===== src/rtl/dom_pkg.sv =====
// Shared helpers for DOM masked gadgets: random-bit count and share-pair indexing.
package dom_pkg;

    localparam int unsigned MAX_SHARES = 8;

    // Number of fresh random bits per lane for n shares.
    function automatic int unsigned nrand(input int unsigned n);
        return (n * (n - 1)) / 2;
    endfunction

    // Linear index of share pair (i,j) with i<j, row-major over the upper triangle.
    function automatic int unsigned pair_idx(input int unsigned i, input int unsigned j,
                                             input int unsigned n);
        return (i * n) - ((i * (i + 1)) / 2) + (j - i - 1);
    endfunction

endpackage


===== src/rtl/dom_and_lane.sv =====
// One bit lane of the DOM AND: NSHARES^2 resharing flops followed by per-domain compression.
module dom_and_lane
    import dom_pkg::*;
#(
    parameter int unsigned NSHARES = 3
) (
    input  logic                                clk,
    input  logic                                rst_n,
    input  logic                                load,
    input  logic [NSHARES-1:0]                  a,
    input  logic [NSHARES-1:0]                  b,
    input  logic [nrand(NSHARES)-1:0]           z,
    output logic [NSHARES-1:0]                  c
);

    localparam int unsigned NSQ = NSHARES * NSHARES;

    logic [NSQ-1:0] r_all;

    // Each product term gets its own kept flop so no domain mixing happens before the register.
    for (genvar gi = 0; gi < NSHARES; gi++) begin : g_row
        for (genvar gj = 0; gj < NSHARES; gj++) begin : g_col
            logic r_d;
            (* keep = "true" *) logic r_q;

            if (gi == gj) begin : g_inner
                assign r_d = a[gi] & b[gj];
            end else begin : g_cross
                localparam int unsigned K = (gi < gj) ? pair_idx(gi, gj, NSHARES)
                                                      : pair_idx(gj, gi, NSHARES);
                assign r_d = (a[gi] & b[gj]) ^ z[K];
            end

            always_ff @(posedge clk or negedge rst_n) begin
                if (!rst_n) begin
                    r_q <= 1'b0;
                end else if (load) begin
                    r_q <= r_d;
                end
            end

            assign r_all[gi*NSHARES+gj] = r_q;
        end

        // Domain gi compresses only its own registered row, ascending j.
        assign c[gi] = ^r_all[gi*NSHARES +: NSHARES];
    end

endmodule


===== src/rtl/dom_and_pipe.sv =====
// Pipelined DOM AND gadget over NSHARES shares and WIDTH lanes with valid/ready flow control.
module dom_and_pipe
    import dom_pkg::*;
#(
    parameter int unsigned NSHARES  = 3,
    parameter int unsigned WIDTH    = 1,
    parameter int unsigned PIPE_OUT = 0
) (
    input  logic                                clk,
    input  logic                                rst_n,
    input  logic                                in_valid,
    output logic                                in_ready,
    input  logic [NSHARES*WIDTH-1:0]            a_i,
    input  logic [NSHARES*WIDTH-1:0]            b_i,
    input  logic [nrand(NSHARES)*WIDTH-1:0]     z_i,
    output logic                                out_valid,
    input  logic                                out_ready,
    output logic [NSHARES*WIDTH-1:0]            c_o
);

    localparam int unsigned NR = nrand(NSHARES);
    localparam int unsigned CW = NSHARES * WIDTH;

    logic          v1;
    logic          adv1;
    logic          accept;
    logic [CW-1:0] comp;

    assign accept   = in_valid && adv1;
    assign in_ready = adv1;

    // Unpack share-major buses into per-lane vectors.
    for (genvar gl = 0; gl < WIDTH; gl++) begin : g_lane
        logic [NSHARES-1:0] a_l;
        logic [NSHARES-1:0] b_l;
        logic [NSHARES-1:0] c_l;
        logic [NR-1:0]      z_l;

        for (genvar gs = 0; gs < NSHARES; gs++) begin : g_sh
            assign a_l[gs]           = a_i[gs*WIDTH+gl];
            assign b_l[gs]           = b_i[gs*WIDTH+gl];
            assign comp[gs*WIDTH+gl] = c_l[gs];
        end

        for (genvar gk = 0; gk < NR; gk++) begin : g_rnd
            assign z_l[gk] = z_i[gk*WIDTH+gl];
        end

        dom_and_lane #(
            .NSHARES (NSHARES)
        ) u_lane (
            .clk   (clk),
            .rst_n (rst_n),
            .load  (accept),
            .a     (a_l),
            .b     (b_l),
            .z     (z_l),
            .c     (c_l)
        );
    end

    always_ff @(posedge clk or negedge rst_n) begin
        if (!rst_n) begin
            v1 <= 1'b0;
        end else if (adv1) begin
            v1 <= in_valid;
        end
    end

    if (PIPE_OUT != 0) begin : g_pipe
        logic          v2;
        logic          adv2;
        logic [CW-1:0] c_q;

        assign adv2 = !v2 || out_ready;
        assign adv1 = !v1 || adv2;

        // Compression register holds on bubbles instead of clearing.
        always_ff @(posedge clk or negedge rst_n) begin
            if (!rst_n) begin
                v2  <= 1'b0;
                c_q <= '0;
            end else if (adv2) begin
                v2 <= v1;
                if (v1) begin
                    c_q <= comp;
                end
            end
        end

        assign out_valid = v2;
        assign c_o       = c_q;
    end else begin : g_comb
        assign adv1      = !v1 || out_ready;
        assign out_valid = v1;
        assign c_o       = comp;
    end

endmodule

===== config.mk =====
export PLATFORM = sky130hd
export DESIGN_NAME = dom_and_pipe
export DESIGN_NICKNAME = d
export VERILOG_FILES = /design/src/rtl/dom_pkg.sv /design/src/rtl/dom_and_lane.sv /design/src/rtl/dom_and_pipe.sv
export SDC_FILE = /design/constraint.sdc
export NUM_CORES = 1
export LEC_CHECK = 0
export CAP_MARGIN = 25
export CORE_AREA = 2 2 39 41
export CTS_CLUSTER_DIAMETER = 50
export DETAILED_ROUTE_END_ITERATION = 10
export DIE_AREA = 0 0 41 43
export PLACE_DENSITY = 0.73
export REMOVE_ABC_BUFFERS = 1
export SLEW_MARGIN = 20
export SYNTH_ARGS = -nofsm -noshare
export SYNTH_HDL_FRONTEND = slang
export SYNTH_SLANG_ARGS = --single-unit

===== constraint.sdc =====
create_clock -name clk -period 1.1 [get_ports clk]
set_input_delay 0.11 -clock clk [delete_from_list [all_inputs] [get_ports clk]]
set_output_delay 0.11 -clock clk [all_outputs]
set_load 0.01 [all_outputs]

* Yosys cells after proc, flatten, opt, wreduce, memory -nomap -nowiden
Index checks and enable logic that the tools add are counted.
** Word-level totals
- Flip-flop bits (word level) :: 10
- Latch bits :: 0
- RAM bits :: 0
- Memory bits (read-only) :: 0
- Output and inout bits :: 5
- Word-level logic and storage cells :: 31
- Memories :: 0
** Cells by class
- Add/subtract/negate cells :: 0
- $mul :: 0
- Divide/modulo/power cells :: 0
- $lt $le $gt $ge :: 0
- Eq/ne operators :: 0
- Shifts and indexed selects :: 0
- Multiplexer cells :: 0
- Bitwise gates (word level) :: 15
- Reductions and logical operators :: 6
** Operator list (number)
- 1-bit bitwise AND :: 9
- 3-bit XOR reduction :: 3
- 1-bit XOR :: 6
- 1-bit logical AND :: 1
- 1-bit zero test :: 1
- 1-bit logical OR :: 1

* Depth between registers and ports, before layout
Gate-level depths: netlist (run 1).
- Word-level depth :: 3
- Gate-level depth with buffers :: 4

* Cells and area by module
Synthesis (run 1) repeated with hierarchy kept, for this count alone.
** Second synthesis, totals
- Cell total of the unflattened synthesis :: 54
- Area, all modules :: 623.1 um2
** By module, submodules not included
- dom_and_lane :: instances 1, cells an instance 50, area each 569.3 um2, seq. area each 225.2 um2
- dom_and_pipe :: instances 1, cells an instance 4, area each 53.8 um2, seq. area each 25.0 um2

* Least setup slack after synthesis (run 1)
No wires, ideal clock.
- Path type :: register to register
- From :: reg v1, in the netlist out_valid
- To :: reg g_lane[0].u_lane.g_row[0].g_col[1].r_q
- Arrival :: 878 ps
- Required time :: 1023 ps
- Setup slack :: 145 ps
- Stages on the path, launching flop included :: 5
- Path through :: dfrtp_1 > nand2b_4 > buf_2 > a21oi_1 > a21oi_1
** On the way
- Longest elaborated chain between the ends :: 3
** Ends and longest elaborated chain
- start: declaration :: RTL line dom_and_pipe.sv:24 : logic v1;
- start signal: assignment :: RTL line dom_and_pipe.sv:66 : v1 <= in_valid;
- 1-bit zero test :: RTL line dom_and_pipe.sv:94 : assign adv1 = !v1 || out_ready;
- 1-bit logical OR :: RTL line dom_and_pipe.sv:94
- net in_ready :: RTL line dom_and_pipe.sv:12 : output logic in_ready,
- 1-bit logical AND :: RTL line dom_and_pipe.sv:29 : assign accept = in_valid && adv1;
- end signal: assignment :: RTL line dom_and_lane.sv:38 : r_q <= r_d;
- end: declaration :: RTL line dom_and_lane.sv:24 : (* keep = "true" *) logic r_q;
The timed path passes the listed nets, and every way through them passes these cells.
A chain may end at the register's enable or synchronous reset.

* Final worst setup path (run 1)
- From :: reg g_lane[0].u_lane.g_row[1].g_col[2].r_q
- To :: out c_o[1]
** On the way
- Longest elaborated chain between the ends :: 1
** Ends and longest elaborated chain
- start: declaration :: RTL line dom_and_lane.sv:24
- start signal: assignment :: RTL line dom_and_lane.sv:38
- 3-bit XOR reduction :: RTL line dom_and_lane.sv:46 : assign c[gi] = ^r_all[gi*NSHARES +: NSHARES];
- end: declaration :: RTL line dom_and_pipe.sv:18 : output logic [NSHARES*WIDTH-1:0] c_o
Every way passes these cells.

==> results of run 1 <==
-- kinds of logic after synthesis --
group,Yosys count
AO/OA/AOI/OAI,15
buffers and inverters,6
flip-flops,10
XOR/XNOR,12
AND/OR/NAND/NOR,12
-- power by group through the flow --
stage / clock, mW / combinational, mW / sequential, mW
finish: 0.327 / 0.443 / 0.461
global route: 0.360 / 0.489 / 0.468
CTS: 0.334 / 0.387 / 0.456
detailed placement: 0 / 0.399 / 0.462
global placement: 0 / 0.392 / 0.459
floorplan: 0 / 0.186 / 0.456
-- sequential cells by signal, indices dropped and copies added, names as in the netlist --
signal,count
g_lane.u_lane.g_row.g_col.r_q,9
out_valid,1
-- final cells by class --
class	instances	area, sq um
clock buffers	4	36.3
fillers	135	492
inverters	3	11.3
multi-input cells	40	308
flip-flops and latches	10	250
well taps	16	20.0
repair buffers	28	267
-- how the worst max path moves through the flow --
stage,start,end,slack (ns)
after detailed placement,g_lane[0].u_lane.g_row[1].g_col[0].r_q,c_o[1],-0.31
final,g_lane[0].u_lane.g_row[1].g_col[2].r_q,c_o[1],-0.16
after global routing,g_lane[0].u_lane.g_row[1].g_col[2].r_q,c_o[1],-0.24
after global placement,g_lane[0].u_lane.g_row[1].g_col[0].r_q,c_o[1],-0.24
after floorplan,out_valid,g_lane[0].u_lane.g_row[0].g_col[1].r_q,0.14
after CTS,g_lane[0].u_lane.g_row[1].g_col[2].r_q,c_o[1],-0.17
-- worst register-to-register path, cell delays in order (launching register included) --
cell	delay, ns
dfrtp_1	0.39
buf_6	0.12
nand2b_4	0.09
buf_8	0.12
and2_4	0.19
a21oi_2	0.07
-- stage by stage --
step	instances	util [%]	setup TNS (ns)
global route	101	64.5	-0.769
finish	101	64.5	-0.378
detailed placement	90	54.2	-2.52
CTS	98	58.4	-0.440
floorplan	52	-	0
global placement	90	54.2	-2.50
-- Yosys cell counts --
master    number
nand2_1        6
dfrtp_1       10
nand2b_1       1
and2_4         1
inv_1          3
nand4_1        3
o21ai_2        3
buf_6          1
a21oi_1       12
nand2b_4       1
buf_2          2
xor2_1         6
xnor2_1        6
-- layer usage --
layer	routed length (um)	share of wire (%)
met1	520	40
met2	697	53
met3	80	6.1
met5	0	0
met4	14	1.1
-- timing repair --
action	CTS	global route
gates cloned	1	1
gates resized for setup	20	10
buffers inserted	3	2
hold buffers	0	0
endpoints found under the setup margin	7	13
pin swaps	6	4
==> flow_metrics.env, run 1 <==
export IMPL_area_contributors_post_synth="dfrtp_1 (46%), a21oi_1 (11%), xnor2_1 (9.7%)"
export IMPL_netlist_area_leader_share_pct=46.0
export IMPL_critical_path_buffers_and_inverters=1
export IMPL_final_period_minus_worst_setup_slack_ns=1.26
export IMPL_holdCritPathClass="in2async"
export IMPL_dominant_combinational_cell_family_by_area_after_synthesis="XOR/XNOR gates"
export IMPL_cap_violations=0
export IMPL_first_pass_grt_wire_length_mm=2.08
export IMPL_most_common_cell_after_layout_fill_and_taps_aside="clkdlybuf4s50_1"
export IMPL_timing_critical_path_max_delay_family="flip-flops"
export IMPL_die_width_um=41
export IMPL_critical_path_depth=3
export IMPL_first_global_vias=479
export IMPL_port_buffer_count=17
export IMPL_timing_critical_path_arrival_ns=1.15
export IMPL_ys_warn_count=0
export IMPL_synth_area_in_simple_gates_pct=12.9
export IMPL_slew_headroom_pct=69.2
export IMPL_power_density_mw_per_mm2=1380
export IMPL_tightest_pin_transition_ns=0.461
export IMPL_globalRoute_busiestLayer="met2"
export IMPL_critical_path_cell_list="xnor2_2 -> xnor2_1 -> buf_2"
export IMPL_leakage_nw=0.391
export IMPL_post_detail_place_hpwl_um=869
export IMPL_p_sw_share_pct=28.7
export IMPL_critPathLaunchType="flop"
export IMPL_grt_setup_unrepaired="yes"
export IMPL_tritoncts_num_buffers=3
export IMPL_synth_yosys_seq_area_share_pct=46.0
export IMPL_pre_cts_ws_ns=-0.309
export IMPL_fin_total_pwr_mw=1.23
export IMPL_max_freq_mhz=795
export IMPL_clock_sink_count=10
export IMPL_comb_power_share_pct=36.0
export IMPL_timing_rr_end="g_lane[0].u_lane.g_row[1].g_col[0].r_q"
export IMPL_critical_path_slowest_cell="dfrtp_1"
export IMPL_crit_path_end_kind="primary output"
export IMPL_run_status="finished, violations left"
export IMPL_power_spent_charging_and_discharging_nets_uw=353
export IMPL_synth_compound_gate_area_share_pct=15.9
export IMPL_timing_max_transition_violations_final=0
export IMPL_synth_adder_area_share_pct=0
export IMPL_cts_tree="yes"
export IMPL_vias_per_cell=4.94
export IMPL_grt_util_all_layers_pct=17.4
export IMPL_synth_largest_area_cell="dfrtp_1"
export IMPL_synth_xor_area_share_pct=19.3
export IMPL_cell_rows=14
export IMPL_worst_ep_required_time_ns=0.99
export IMPL_type_of_the_worst_setup_path="reg2out"
export IMPL_grt_overflow_total=0
export IMPL_gr_usage_met1_pct=22.0
export IMPL_synthesis_instances=55
export IMPL_num_antenna_cells=0
export IMPL_groute_layer_met2_usage_pct=25.6
export IMPL_post_route_cells_drive_above_1_share_pct=38.8
export IMPL_irDropWorstVdd_v=0.000790
export IMPL_htree_levels=1
export IMPL_final_period_utilization_pct=114
export IMPL_power_share_sequential_pct=37.4
export IMPL_worst_path_max_fanout=2
export IMPL_crit_reg2reg_launch="out_valid"
export IMPL_cts_buffer_depth=2
export IMPL_power_report_internal_total_uw=878
export IMPL_grt_max_degree=13
export IMPL_synth_cell_types=13
export IMPL_avgSynthCellArea_sq_um=9.90
export IMPL_routed_wl_mm=1.31
export IMPL_die_height_um=43
export IMPL_placedInstanceArea_sq_um=751
export IMPL_insertion_delay_of_the_later_clocked_pin_in_the_worst_skew_pair_ns=0.26
export IMPL_failed_checks="negative setup slack"
export IMPL_hold_viol=0
export IMPL_detail_route_wl_per_cell_um=13.0
export IMPL_clkSlewWorstSetupHoldPaths_ns=0.07
export IMPL_clock_skew_ns=0.00289
export IMPL_finalWeightedCongestion=0.772
export IMPL_dieArea_sq_mm=0.00176
export IMPL_final_design_area_no_fill_sq_um=892
export IMPL_syn_to_final_growth_pct=63.9
export IMPL_timing_reg2reg_worst_path_depth=5
export IMPL_detail_route_first_pass_iterations=4
export IMPL_cell_area_after_technology_mapping_sq_um=544
export IMPL_io_pins=18
export IMPL_most_frequent_cells_in_the_layout="clkdlybuf4s50_1 (12), dfrtp_1 (10), buf_4 (8)"
export IMPL_synth_seq_cells=10
export IMPL_final_nets=99
export IMPL_root_buffer_cell="clkbuf_4"
export IMPL_via_count=499
export IMPL_starting_utilization_of_the_core_area_pct=39.3
export IMPL_drt_iter0_drc=8
export IMPL_finalWorstSetupSlack_ns=-0.158
export IMPL_drc=0
export IMPL_grt_antenna_before_repair=0
export IMPL_detail_route_antenna_nets=0
export IMPL_hold_worst_slack_ns=0.165
export IMPL_finalSetupViolCount=3
export IMPL_worst_r2r_setup_slack_ns=0.02
export IMPL_muxShareOfSynthArea_pct=0
export IMPL_portion_of_total_power_attributed_to_the_clock_network_pct=26.5
export IMPL_gr_usage_met3_pct=5.76
export IMPL_max_stage_delay_ns=0.41
export IMPL_core_area_sq_mm=0.00138
Power figures use the tool's default switching activity.
==> run 2, diff against run 1 <==
SKIP_LAST_GASP = 1   (was not set)
==> run 2 against run 1 <==
  * The run still ends with negative setup slack left
  * Global-route usage stayed put
  * Hold slack stayed put
  * Critical endpoint unchanged
  * Critical path type unchanged
  * Sequential cell count did not move
  * Register-to-register slack is essentially flat
  * Sequential power barely moved
  * Highest routed layer unchanged
==> flow_metrics.env, run 2 (same netlist as run 1, synthesis figures left out) <==
export IMPL_critPathLaunchType="flop"
export IMPL_comb_power_share_pct=36.0
export IMPL_finalWeightedCongestion=0.772
export IMPL_detail_route_wl_per_cell_um=13.0
export IMPL_port_buffer_count=17
export IMPL_power_density_mw_per_mm2=1380
export IMPL_worst_path_max_fanout=2
export IMPL_tritoncts_num_buffers=3
export IMPL_grt_max_degree=13
export IMPL_io_pins=18
export IMPL_top_register="g_lane.u_lane.g_row.g_col.r_q"
export IMPL_power_share_sequential_pct=37.4
export IMPL_starting_utilization_of_the_core_area_pct=39.3
export IMPL_timing_critical_path_arrival_ns=1.15
export IMPL_die_width_um=41
export IMPL_power_spent_charging_and_discharging_nets_uw=353
export IMPL_portion_of_total_power_attributed_to_the_clock_network_pct=26.5
export IMPL_leakage_nw=0.391
export IMPL_vias_per_cell=4.94
export IMPL_syn_to_final_growth_pct=63.9
export IMPL_final_nets=99
export IMPL_irDropWorstVdd_v=0.000790
export IMPL_grt_setup_unrepaired="yes"
export IMPL_grt_overflow_total=0
export IMPL_timing_max_transition_violations_final=0
export IMPL_cts_buffer_depth=2
export IMPL_type_of_the_worst_setup_path="reg2out"
export IMPL_drc=0
export IMPL_cap_violations=0
export IMPL_detail_route_first_pass_iterations=4
export IMPL_power_report_internal_total_uw=878
export IMPL_post_detail_place_hpwl_um=869
export IMPL_largest_reg_flops=9
export IMPL_p_sw_share_pct=28.7
export IMPL_run_status="finished, violations left"
export IMPL_final_period_minus_worst_setup_slack_ns=1.26
export IMPL_worst_ep_required_time_ns=0.99
export IMPL_failed_checks="negative setup slack"
export IMPL_via_count=499
export IMPL_max_freq_mhz=795
export IMPL_most_common_cell_after_layout_fill_and_taps_aside="clkdlybuf4s50_1"
export IMPL_hold_worst_slack_ns=0.165
export IMPL_first_pass_grt_wire_length_mm=2.08
export IMPL_crit_path_end_kind="primary output"
export IMPL_detail_route_antenna_nets=0
export IMPL_finalWorstSetupSlack_ns=-0.158
export IMPL_cell_rows=14
export IMPL_critical_path_slowest_cell="dfrtp_1"
export IMPL_critical_path_cell_list="xnor2_2 -> xnor2_1 -> buf_2"
export IMPL_core_area_sq_mm=0.00138
export IMPL_holdCritPathClass="in2async"
export IMPL_hold_viol=0
export IMPL_grt_antenna_before_repair=0
export IMPL_pre_cts_ws_ns=-0.309
export IMPL_htree_levels=1
export IMPL_root_buffer_cell="clkbuf_4"
export IMPL_post_route_cells_drive_above_1_share_pct=38.8
export IMPL_clkSlewWorstSetupHoldPaths_ns=0.07
export IMPL_cts_tree="yes"
export IMPL_clock_sink_count=10
export IMPL_clock_skew_ns=0.00289
export IMPL_insertion_delay_of_the_later_clocked_pin_in_the_worst_skew_pair_ns=0.26
export IMPL_final_period_utilization_pct=114
export IMPL_max_stage_delay_ns=0.41
export IMPL_tightest_pin_transition_ns=0.461
export IMPL_grt_util_all_layers_pct=17.4
export IMPL_num_antenna_cells=0
export IMPL_drt_iter0_drc=8
export IMPL_slew_headroom_pct=69.2
export IMPL_routed_wl_mm=1.31
export IMPL_dieArea_sq_mm=0.00176
export IMPL_most_frequent_cells_in_the_layout="clkdlybuf4s50_1 (12), dfrtp_1 (10), buf_4 (8)"
export IMPL_first_global_vias=479
export IMPL_finalSetupViolCount=3
export IMPL_die_height_um=43
==> run 2: cell type report <==
type                       count  area [sq um]
multi-input combinational     40           308
sequential                    10           250
inverter                       3          11.3
timing repair buffer          28           267
tap                           16          20.0
clock buffer                   4          36.3
fill                         135           492
==> run 2: routing by layer <==
layer | share of wire (%) | global-route usage (%)
met1 | 40 | 22.0
met2 | 53 | 25.6
met5 | 0 | 0
met4 | 1.1 | 8.00
met3 | 6.1 | 5.76
==> run 2: worst paths after layout <==
path | start | endpoint | slack [ns] | cells past startpoint
setup / recovery | g_lane[0].u_lane.g_row[1].g_col[2].r_q | c_o[1] | -0.16 | 3
hold / removal | rst_n | g_lane[0].u_lane.g_row[1].g_col[0].r_q | 0.16 | 1
setup reg to reg | out_valid | g_lane[0].u_lane.g_row[1].g_col[0].r_q | 0.02 | 5
hold reg to reg | g_lane[0].u_lane.g_row[0].g_col[2].r_q | g_lane[0].u_lane.g_row[0].g_col[2].r_q | 0.55 | 2
max in group asynchronous | rst_n | g_lane[0].u_lane.g_row[0].g_col[2].r_q | 0.62 | 1
min in group clk | a_i[1] | g_lane[0].u_lane.g_row[1].g_col[1].r_q | 0.49 | 3
==> run 2: stage by stage <==
| step | cells | setup TNS, ns | cell area, sq um | total power, mW | utilization (%) |
|---|---|---|---|---|---|
| 2_1_floorplan | 52 | 0 | 523 | 0.642 | - |
| 3_3_place_gp | 90 | -2.50 | 751 | 0.851 | 54.2 |
| 3_5_place_dp | 90 | -2.52 | 751 | 0.860 | 54.2 |
| 4_1_cts | 98 | -0.479 | 807 | 1.18 | 58.3 |
| 5_1_grt | 101 | -0.769 | 892 | 1.32 | 64.5 |
| 6_report | 101 | -0.378 | 892 | 1.23 | 64.5 |
==> run 2: timing repair <==
item / CTS / global route
buffers inserted: 3 / 2
gates resized for setup: 19 / 11
cloned: 1 / 1
endpoints found under the setup margin: 7 / 13
pin swaps: 6 / 4
hold endpoints to repair: 0 / 0
hold buffers: 0 / 0
==> run 2: power groups by stage <==
stage	clock network, mW	registers [mW]	logic [mW]
finish	0.327	0.461	0.443
global route	0.360	0.468	0.489
CTS	0.334	0.456	0.385
detailed placement	0	0.462	0.399
global placement	0	0.459	0.392
floorplan	0	0.456	0.186
==> run 2: critical path: cells and delay by family, from the launching register on <==
kind                   cells  cell delay (ns)
buffers and inverters      1             0.15
XOR/XNOR                   2             0.33
flip-flops                 1             0.41
==> run 3, diff against run 2 <==
CTS_CLUSTER_DIAMETER = not set   (was 50)
GPL_ROUTABILITY_DRIVEN = 0   (was not set)
==> results of run 3 <==
No change in the layout: final DEF, timing and power equal those of run 2.
